===== config.mk =====
export PLATFORM = sky130hd
export DESIGN_NAME = eth_preamble_rx_flat
export DESIGN_NICKNAME = d
export VERILOG_FILES = /design/src/rtl/eth_preamble_rx_if.sv /design/src/rtl/eth_preamble_rx.sv /design/src/flat_wrapper.sv
export SDC_FILE = /design/constraint.sdc
export NUM_CORES = 1
export LEC_CHECK = 0
export ABC_AREA = 1
export CAP_MARGIN = 20
export CORE_ASPECT_RATIO = 1.2
export CORE_MARGIN = 8
export CORE_UTILIZATION = 30
export DETAILED_ROUTE_END_ITERATION = 6
export DONT_BUFFER_PORTS = 1
export PLACE_DENSITY_LB_ADDON = 0.1
export SLEW_MARGIN = 20
export SYNTH_ARGS = -nofsm -noshare
export SYNTH_HDL_FRONTEND = slang
export SYNTH_SLANG_ARGS = --single-unit

===== constraint.sdc =====
create_clock -name clk -period 3.7 [get_ports clk]
set_clock_uncertainty 0.1 [all_clocks]
set_input_delay 0.185 -clock clk [delete_from_list [all_inputs] [get_ports clk]]
set_output_delay 0.185 -clock clk [all_outputs]
set_load 0.01 [all_outputs]

===== src/rtl/eth_preamble_rx_if.sv =====
// RMII receive-side bundle: PHY dibit input plus the de-preambled dibit stream and frame status.
// The master side is the PHY/consumer; the slave side is the preamble stripper.
interface eth_preamble_rx_if #(
   parameter int MAX_FRAME_BYTES = 1522
);
   localparam int LW = $clog2(MAX_FRAME_BYTES + 1);

   logic          crs_dv;
   logic [1:0]    rxd;
   logic          outclk;
   logic [1:0]    out;
   logic          done;
   logic          err;
   logic [LW-1:0] frame_len;

   modport master (
      output crs_dv, rxd,
      input  outclk, out, done, err, frame_len
   );

   modport slave (
      input  crs_dv, rxd,
      output outclk, out, done, err, frame_len
   );
endinterface


===== src/rtl/eth_preamble_rx.sv =====
// RMII preamble/SFD stripper: hunts 01...01 11, forwards post-SFD dibits one cycle late,
// and reports clean byte-aligned frame ends (done/frame_len) or rejections (err).
module eth_preamble_rx #(
   parameter int MIN_PREAMBLE    = 8,
   parameter int MAX_FRAME_BYTES = 1522
) (
   input  logic             clk,
   input  logic             rst,
   eth_preamble_rx_if.slave bus
);
   localparam int              LW    = $clog2(MAX_FRAME_BYTES + 1);
   localparam logic [6:0]      MIN_C = 7'(MIN_PREAMBLE);
   localparam logic [LW-1:0]   MAX_C = LW'(MAX_FRAME_BYTES);

   typedef enum logic [1:0] {SKIP = 2'd0, IDLE = 2'd1, PREAMBLE = 2'd2, BODY = 2'd3} state_t;

   state_t        state_reg, state_next;
   logic          low_reg, low_next;
   logic [5:0]    pre_cnt_reg, pre_cnt_next;
   logic          phase_reg, phase_next;
   logic          pend_reg, pend_next;
   logic          fin_reg, fin_next;
   logic [1:0]    dib_cnt_reg, dib_cnt_next;
   logic [LW-1:0] byte_cnt_reg, byte_cnt_next;
   logic          strobe_reg, strobe_next;
   logic [1:0]    data_reg, data_next;
   logic          done_reg, done_next;
   logic          err_reg, err_next;
   logic [LW-1:0] frame_len_reg, frame_len_next;

   logic          pre_err, emit_ev, cap_ev, end_ev, abort_ev;
   logic [5:0]    pre_c;
   logic [1:0]    dc;
   logic [LW-1:0] bc;
   logic          at_max, good_end, late_emit;

   // A new dibit arriving with a full byte count would overflow the frame.
   assign at_max   = (dib_cnt_reg == 2'd0) && (byte_cnt_reg == MAX_C);
   assign good_end = (dib_cnt_reg == 2'd0) && (byte_cnt_reg != '0);

   always_ff @(posedge clk) begin
      if (rst) begin
         state_reg     <= SKIP;
         low_reg       <= 1'b0;
         pre_cnt_reg   <= '0;
         phase_reg     <= 1'b0;
         pend_reg      <= 1'b0;
         fin_reg       <= 1'b0;
         dib_cnt_reg   <= '0;
         byte_cnt_reg  <= '0;
         strobe_reg    <= 1'b0;
         data_reg      <= '0;
         done_reg      <= 1'b0;
         err_reg       <= 1'b0;
         frame_len_reg <= '0;
      end else begin
         state_reg     <= state_next;
         low_reg       <= low_next;
         pre_cnt_reg   <= pre_cnt_next;
         phase_reg     <= phase_next;
         pend_reg      <= pend_next;
         fin_reg       <= fin_next;
         dib_cnt_reg   <= dib_cnt_next;
         byte_cnt_reg  <= byte_cnt_next;
         strobe_reg    <= strobe_next;
         data_reg      <= data_next;
         done_reg      <= done_next;
         err_reg       <= err_next;
         frame_len_reg <= frame_len_next;
      end
   end

   always_comb begin
      state_next    = state_reg;
      low_next      = low_reg;
      pre_cnt_next  = pre_cnt_reg;
      phase_next    = phase_reg;
      pend_next     = 1'b0;
      fin_next      = 1'b0;
      dib_cnt_next  = dib_cnt_reg;
      byte_cnt_next = byte_cnt_reg;
      pre_err       = 1'b0;
      emit_ev       = 1'b0;
      cap_ev        = 1'b0;
      end_ev        = 1'b0;
      abort_ev      = 1'b0;
      dc            = dib_cnt_reg;
      bc            = byte_cnt_reg;
      pre_c         = (state_reg == PREAMBLE) ? pre_cnt_reg : 6'd0;
      unique case (state_reg)
         SKIP: begin
            if (bus.crs_dv) begin
               low_next = 1'b0;
            end else if (low_reg) begin
               state_next = IDLE;
               low_next   = 1'b0;
            end else begin
               low_next = 1'b1;
            end
         end
         IDLE, PREAMBLE: begin
            if (!bus.crs_dv) begin
               state_next = IDLE;
            end else begin
               state_next   = PREAMBLE;
               pre_cnt_next = pre_c;
               case (bus.rxd)
                  2'b01: pre_cnt_next = (pre_c == 6'd63) ? pre_c : pre_c + 6'd1;
                  2'b00: pre_err = (pre_c != 6'd0);
                  2'b11: begin
                     if ({1'b0, pre_c} >= MIN_C) begin
                        state_next    = BODY;
                        phase_next    = 1'b0;
                        dib_cnt_next  = '0;
                        byte_cnt_next = '0;
                     end else begin
                        pre_err = 1'b1;
                     end
                  end
                  default: pre_err = 1'b1;
               endcase
               if (pre_err) begin
                  state_next = SKIP;
                  low_next   = 1'b0;
               end
            end
         end
         BODY: begin
            if (fin_reg) begin
               state_next = bus.crs_dv ? SKIP : IDLE;
               low_next   = 1'b0;
            end else begin
               phase_next = ~phase_reg;
               // A pending phase-0 low dibit is resolved by this cycle's crs_dv; if valid,
               // it and the current dibit are both counted here.
               if (pend_reg) begin
                  if (!bus.crs_dv) begin
                     end_ev = 1'b1;
                  end else if (at_max) begin
                     abort_ev = 1'b1;
                  end else begin
                     if (dc == 2'd3) bc = bc + 1'b1;
                     dc = dc + 2'd1;
                     if ((dc == 2'd0) && (bc == MAX_C)) begin
                        abort_ev = 1'b1;
                     end else begin
                        if (dc == 2'd3) bc = bc + 1'b1;
                        dc      = dc + 2'd1;
                        emit_ev = 1'b1;
                        cap_ev  = 1'b1;
                     end
                  end
               end else if (bus.crs_dv) begin
                  if (at_max) begin
                     abort_ev = 1'b1;
                  end else begin
                     if (dc == 2'd3) bc = bc + 1'b1;
                     dc      = dc + 2'd1;
                     emit_ev = 1'b1;
                     cap_ev  = 1'b1;
                  end
               end else if (phase_reg) begin
                  end_ev = 1'b1;
               end else begin
                  pend_next = 1'b1;
                  cap_ev    = 1'b1;
               end
               fin_next      = end_ev;
               dib_cnt_next  = dc;
               byte_cnt_next = bc;
               if (abort_ev) begin
                  state_next = SKIP;
                  low_next   = 1'b0;
               end
            end
         end
      endcase
   end

   always_comb begin
      strobe_next    = emit_ev;
      data_next      = cap_ev ? bus.rxd : 2'b00;
      done_next      = end_ev & good_end;
      err_next       = pre_err | abort_ev | (end_ev & ~good_end);
      frame_len_next = (end_ev & good_end) ? byte_cnt_reg : frame_len_reg;
   end

   // A held phase-0 dibit confirmed by crs_dv going high is forwarded in the confirming cycle.
   assign late_emit     = (state_reg == BODY) & pend_reg & ~fin_reg & bus.crs_dv & ~at_max;
   assign bus.outclk    = strobe_reg | late_emit;
   assign bus.out       = bus.outclk ? data_reg : 2'b00;
   assign bus.done      = done_reg;
   assign bus.err       = err_reg;
   assign bus.frame_len = frame_len_reg;
endmodule

===== src/flat_wrapper.sv =====
// flat-port wrapper written by rule: the top's interface ports become plain ports
module eth_preamble_rx_flat 
#(
   parameter int MIN_PREAMBLE    = 8,
   parameter int MAX_FRAME_BYTES = 1522
)
  (clk, rst, bus_crs_dv, bus_rxd, bus_outclk, bus_out, bus_done, bus_err, bus_frame_len);
  eth_preamble_rx_if #(.MAX_FRAME_BYTES(MAX_FRAME_BYTES)) bus_i ();
  input  logic clk;
  input  logic rst;
  input wire logic [$bits(bus_i.crs_dv)-1:0] bus_crs_dv;
  input wire logic [$bits(bus_i.rxd)-1:0] bus_rxd;
  output wire logic [$bits(bus_i.outclk)-1:0] bus_outclk;
  output wire logic [$bits(bus_i.out)-1:0] bus_out;
  output wire logic [$bits(bus_i.done)-1:0] bus_done;
  output wire logic [$bits(bus_i.err)-1:0] bus_err;
  output wire logic [$bits(bus_i.frame_len)-1:0] bus_frame_len;
  assign bus_i.crs_dv = bus_crs_dv;
  assign bus_i.rxd = bus_rxd;
  assign bus_outclk = bus_i.outclk;
  assign bus_out = bus_i.out;
  assign bus_done = bus_i.done;
  assign bus_err = bus_i.err;
  assign bus_frame_len = bus_i.frame_len;
  eth_preamble_rx #(.MIN_PREAMBLE(MIN_PREAMBLE), .MAX_FRAME_BYTES(MAX_FRAME_BYTES)) u_core (.clk(clk), .rst(rst), .bus(bus_i));
endmodule

==> impl_metrics.py, run 1 <==
metrics = {
    "clock_network": {
        "clock_latency_ps": 300,
        "cts.clk_slew.worst_paths_ps": 90,
        "cts_tree": "built",
        "numCtsBuffers": 5,
        "cts_sinks": 41,
        "ctsHtreeMaxLevel": 2,
        "cts_root_buf": "clkbuf_8",
        "cts_buffer_depth": 2,
    },
    "place": {
        "dp_hpwl_um": 5470,
        "port_buffers": 0,
        "gp_congestion": 0.843,
        "placed_cell_area_um2": 2710,
    },
    "logic_synthesis": {
        "syn_avg_cell_area_um2": 6.52,
        "synth-main-ff-cell": "dfxtp_1",
        "synth_most_common_cell": "nand2_1",
        "ys_ff_latch": 41,
        "synthCells": 403,
        "ys_top_cells_by_area": "dfxtp_1, nand2_1, nand3_1",
        "yosys.area.top_type": "dfxtp_1",
        "ys_warn_count": 0,
        "netlist_area_um2": 2630,
        "yosys.area.top_type_share_pct": 31.2,
        "synth_commonest_cells": "nand2_1, inv_1, nand3_1",
        "ys_seq_area_share_pct": 31.2,
        "async_flop_share_pct": 0,
        "synth_edf_count": 0,
        "synth.distinct_cells": 37,
        "syn_nets": 422,
    },
    "critical_path": {
        "cp_max_fo": 7,
        "crit_path_end_kind": "register",
        "startpoint_type": "register",
        "r2r_setup_slack_ps": 700,
        "slowest_stage": "dfxtp_1",
        "worstPathCellList": "inv_1 -> ha_1 -> nand2_1 -> o21ai_1 -> ha_1 -> inv_1 -> nor3_1 -> nand3_1 -> nor2_1 -> nand3b_1 -> xor2_1 -> nand2_1 -> a21oi_1",
        "r2r_end": "u_core.byte_cnt_reg[10]",
        "max_stage_delay_ps": 530,
        "criticalPathCategory": "reg2reg",
        "r2r-start": "u_core.byte_cnt_reg[0]",
        "cp.arrival_ps": 3140,
        "cp.required_ps": 3840,
        "r2r_cells": 13,
    },
    "layout": {
        "fillers": 951,
        "syn2layout_area_growth_pct": 8.76,
        "drive_gt1_share_pct": 6.72,
        "final_util_pct": 33.4,
        "final_area_um2": 2860,
        "nets": 420,
        "n_antenna_cell": 0,
    },
    "sta": {
        "fmax_mhz": 333,
        "setup_viol": 0,
        "whs_ps": 38.9,
        "final.setup.tns_ps": 0,
        "hold_viol_final": 0,
        "period_share_pct": 81.1,
        "period_minus_slack_ps": 3000,
        "max_slew_margin_pct": 57.0,
        "slew_violations": 0,
        "worstMarginPinSlew_ps": 643,
        "rsz0062_at_grt": "false",
    },
    "worst_hold_path": {
        "min_from": "bus_crs_dv",
        "min_path_type": "in2reg",
        "min_to": "u_core.pend_reg",
        "whs_path_depth": 3,
    },
    "global_routing": {
        "antenna_found_initial": 0,
        "grt_max_degree": 29,
        "grt_pass1_vias": 2392,
        "grt_pass1_wl_um": 12000,
        "grt_usage_pct": 12.5,
        "grt_overflow": 0,
    },
    "die": {
        "design.core.area_um2": 8560,
        "die_h_um": 119,
        "rows": 37,
        "die_x_um": 101,
        "die_area_um2": 12000,
        "initial_core_util_pct": 30.7,
        "io_pins": 21,
    },
    "flow_run": {
        "cap_violations": 0,
    },
    "routing": {
        "wire_per_inst_um": 13.8,
        "num_vias": 2490,
        "drt.antenna.violating_nets": 0,
        "drc": 0,
        "drt-pass1-iter-count": 4,
        "finalWirelength_um": 7170,
        "vias_per_cell": 4.80,
        "drt-initial-drc-count": 75,
    },
    "pwr": {
        "p_leak_nw": 1.11,
        "fin_total_pwr_mw": 1.16,
        "p_per_area_nw_per_um2": 407,
        "ir_worst_vdd_mv": 0.235,
    },
    "status": {
        "run_status": "finished clean",
    },
}
worst max-delay path: cells and delay by family (launching register included):
kind	cells	cell delay, ps
adder cells (fa/ha/maj)	2	510
AND/OR/NAND/NOR	6	1060
flip-flops	1	530
AO/OA/AOI/OAI	2	350
XOR/XNOR	1	190
buffers and inverters	2	190
report_power, final:
group          switching (mW)  internal [mW]  leakage [nW]  total, mW
logic                   0.216          0.116         0.729      0.332
clock network           0.171          0.152        0.0512      0.322
registers              0.0295          0.480         0.332      0.510
total                   0.416          0.748          1.11       1.16
through the flow:
| step | std cells | setup slack [ps] |
|---|---|---|
| CTS | 519 | 695 |
| global placement | 507 | 661 |
| finish | 519 | 699 |
| floorplan | 403 | 1290 |
| global route | 519 | 346 |
| detailed placement | 507 | 728 |
worst max-delay path by stage:
stage	from	depth (start not counted)	slack, ps	end
global route	u_core.byte_cnt_reg[0]	13	350	u_core.byte_cnt_reg[10]
detailed placement	u_core.byte_cnt_reg[0]	13	730	u_core.byte_cnt_reg[10]
CTS	u_core.byte_cnt_reg[0]	13	700	u_core.byte_cnt_reg[10]
floorplan	u_core.byte_cnt_reg[0]	13	1290	u_core.byte_cnt_reg[10]
finish	u_core.byte_cnt_reg[0]	13	700	u_core.byte_cnt_reg[10]
global placement	u_core.byte_cnt_reg[0]	13	660	u_core.byte_cnt_reg[10]
routing by layer:
layer / vias up / track usage (%) / routed length (µm)
met5: - / 0 / 0
met3: 6 / 2.52 / 265
met2: 36 / 23.0 / 3720
met4: 0 / 3.64 / 72
li1: 1306 / - / -
met1: 1142 / 13.9 / 3120
cell families after synthesis:
group                    after synthesis  synth area share [%]
AND/OR/NAND/NOR                      204                  34.4
flip-flops                            41                  31.2
AO/OA/AOI/OAI                         66                  14.0
buffers and inverters                 70                  10.7
adder cells (fa/ha/maj)               14                  6.67
XOR/XNOR                               8                  2.95
layout by cell type (no fill, tap or decap), drive strengths merged:
| cell | synthesis | final |
|---|---|---|
| nand2 | 97 | 97 |
| inv | 55 | 55 |
| nand3 | 47 | 47 |
| dfxtp | 41 | 41 |
| nor2 | 41 | 41 |
| a21oi | 38 | 38 |
| o21ai | 18 | 18 |
| ha | 14 | 14 |
| nand4 | 8 | 8 |
| nor3 | 7 | 7 |
| xor2 | 7 | 7 |
| clkbuf | 7 | 6 |
| dlygate4sd3 | 0 | 3 |
| clkinv | 1 | 3 |
| o221a | 2 | 2 |
| o311ai | 2 | 2 |
| or2 | 2 | 2 |
| o211ai | 2 | 2 |
| buf | 7 | 2 |
| nor4 | 1 | 1 |
| o22ai | 1 | 1 |
| o21a | 1 | 1 |
| o31ai | 1 | 1 |
| a211oi | 1 | 1 |
| nand3b | 1 | 1 |
| xnor2 | 1 | 1 |
final cells by class:
type,instances,area [µm²],area share [%]
Multi-Input combinational cell,292,1530,53.4
Sequential cell,41,821,28.7
Tap cell,117,146,5.12
Clock inverter,2,13.8,0.482
Timing Repair Buffer,5,57.6,2.01
Clock buffer,6,82.6,2.89
Inverter,56,210,7.36
repair_timing:
action | 4_1_cts | 5_1_grt
buffers inserted | 0 | 0
hold buffers | 4 | 0
resized for setup | 0 | 0
endpoints found under the hold margin | 31 | 0
(Power assumes the default switching activity.)
==> run 2, diff against run 1 <==
- clock period: 3.7 -> 2.95 ns (I/O delays scaled with it)
==> impl_metrics.py, run 2 (synthesis gave the netlist of run 1 again) <==
metrics = {
    "layout": {
        "fillers": 979,
        "ff_latch_area_um2": 821,
        "drive_gt1_share_pct": 7.43,
        "syn2layout_area_growth_pct": 10.0,
        "final_area_um2": 2890,
        "nets": 423,
        "layout_commonest_cell": "nand2_1",
        "layout_common_cells": "nand2_1, inv_1, nand3_1",
        "n_antenna_cell": 0,
        "multi_input_area_um2": 1530,
    },
    "sta": {
        "setup_viol": 0,
        "period_share_pct": 88.2,
        "period_minus_slack_ps": 2600,
        "hold_viol_final": 0,
        "slew_violations": 0,
        "fmax_mhz": 384,
        "whs_ps": 1.20,
        "max_slew_margin_pct": 70.3,
        "rsz0062_at_grt": "false",
        "worstMarginPinSlew_ps": 441,
        "final.setup.tns_ps": 0,
    },
    "critical_path": {
        "cp.arrival_ps": 2730,
        "criticalPathCategory": "reg2reg",
        "r2r_setup_slack_ps": 350,
        "startpoint_type": "register",
        "cp_max_fo": 7,
        "cp.required_ps": 3080,
        "crit_path_end_kind": "register",
    },
    "routing": {
        "finalWirelength_um": 7190,
        "wire_per_inst_um": 13.8,
        "num_vias": 2488,
        "drt.antenna.violating_nets": 0,
        "drc": 0,
        "drt-initial-drc-count": 119,
        "vias_per_cell": 4.78,
        "drt-pass1-iter-count": 4,
    },
    "clock_network": {
        "ctsHtreeMaxLevel": 2,
        "cts_sinks": 41,
        "cts_buffer_depth": 2,
        "cts_tree": "built",
        "post_cts_buffers": 0,
        "cts.clk_slew.worst_paths_ps": 90,
        "numCtsBuffers": 5,
        "clock_latency_ps": 300,
        "cts_root_buf": "clkbuf_8",
    },
    "die": {
        "design.core.area_um2": 8560,
        "initial_core_util_pct": 30.7,
        "die_x_um": 101,
        "rows": 37,
        "die_area_um2": 12000,
        "io_pins": 21,
        "die_h_um": 119,
    },
    "place": {
        "dp_hpwl_um": 5400,
        "port_buffers": 0,
        "placed_cell_area_um2": 2730,
        "gp_congestion": 0.799,
    },
    "pwr": {
        "p_leak_nw": 1.13,
        "p_comb_share_pct": 28.3,
        "ir_worst_vdd_mv": 0.364,
        "p_clk_share_pct": 29.9,
        "switchingPower_uw": 526,
        "intPower_mw": 1.01,
        "switching_share_pct": 34.3,
        "p_per_area_nw_per_um2": 530,
        "fin_total_pwr_mw": 1.53,
        "seqPwrFrac_pct": 41.8,
    },
    "global_routing": {
        "grt_pass1_vias": 2430,
        "grt_pass1_wl_um": 12100,
        "grt_overflow": 0,
        "grt_max_degree": 29,
        "grt_usage_pct": 12.6,
        "antenna_found_initial": 0,
    },
    "status": {
        "run_status": "finished clean",
    },
    "worst_hold_path": {
        "min_path_type": "in2reg",
    },
    "flow_run": {
        "cap_violations": 0,
    },
}
-- run 2: cell types whose count changed in the layout (fill, tap and decap cells not counted) --
cell       previous run  this run
bufinv_16             0         1
buf_4                 1         4
ha_1                 14        13
clkinv_4              1         0
ha_2                  0         1
clkbuf_8              6         5
-- run 2: path summary, 6_finish.rpt --
path,startpoint,to,depth (start not counted)
hold / removal,rst,u_core.pre_cnt_reg[1],2
setup reg to reg,u_core.byte_cnt_reg[0],u_core.byte_cnt_reg[10],13
hold reg to reg,u_core.phase_reg,u_core.phase_reg,2
setup / recovery,u_core.byte_cnt_reg[0],u_core.byte_cnt_reg[10],13
-- run 2: through the flow --
| step | util [%] | setup WS, ps | cells |
|---|---|---|---|
| floorplan | - | 538 | 403 |
| global placement | 31.9 | 458 | 510 |
| detailed placement | 31.9 | 413 | 510 |
| CTS | 33.7 | 369 | 521 |
| global route | 33.7 | 5.75 | 521 |
| finish | 33.7 | 348 | 521 |
-- run 2: final cells by class --
type                    count  area share [%]
multi-input cells         292            52.9
flip-flops and latches     41            28.4
inverters                  56            7.27
well taps                 117            5.06
repair buffers              8            2.77
clock buffers               5            2.38
clock inverters             2            1.21
-- run 2: layer usage --
metal,routed length [µm],track usage (%)
met4,115,4.20
met2,3730,23.3
met5,0,0
met3,241,2.52
met1,3110,13.8
-- run 2: timing repair --
item                                    in CTS  in global routing
hold buffers                                 4                  0
endpoints found under the setup margin       0                  1
gates resized for setup                      0                  1
hold endpoints to repair                    31                  0
-- run 2: worst max-delay path, stage by stage (launching register included) --
cell and delay, ps:
dfxtp_1 500, inv_1 140, ha_1 300, nand2_1 40
o21ai_1 190, ha_1 200, inv_1 40, nor3_1 280
nand3_1 160, nor2_1 170, nand3b_1 110, xor2_1 140
nand2_1 60, a21oi_1 110
-- run 2: power by group through the flow --
stage | Sequential (mW) | Clock (mW) | Combinational (mW)
2_1_floorplan | 0.642 | 0 | 0.331
3_3_place_gp | 0.653 | 0 | 0.421
3_5_place_dp | 0.652 | 0 | 0.420
4_1_cts | 0.640 | 0.478 | 0.436
5_1_grt | 0.646 | 0.503 | 0.501
6_report | 0.641 | 0.459 | 0.433
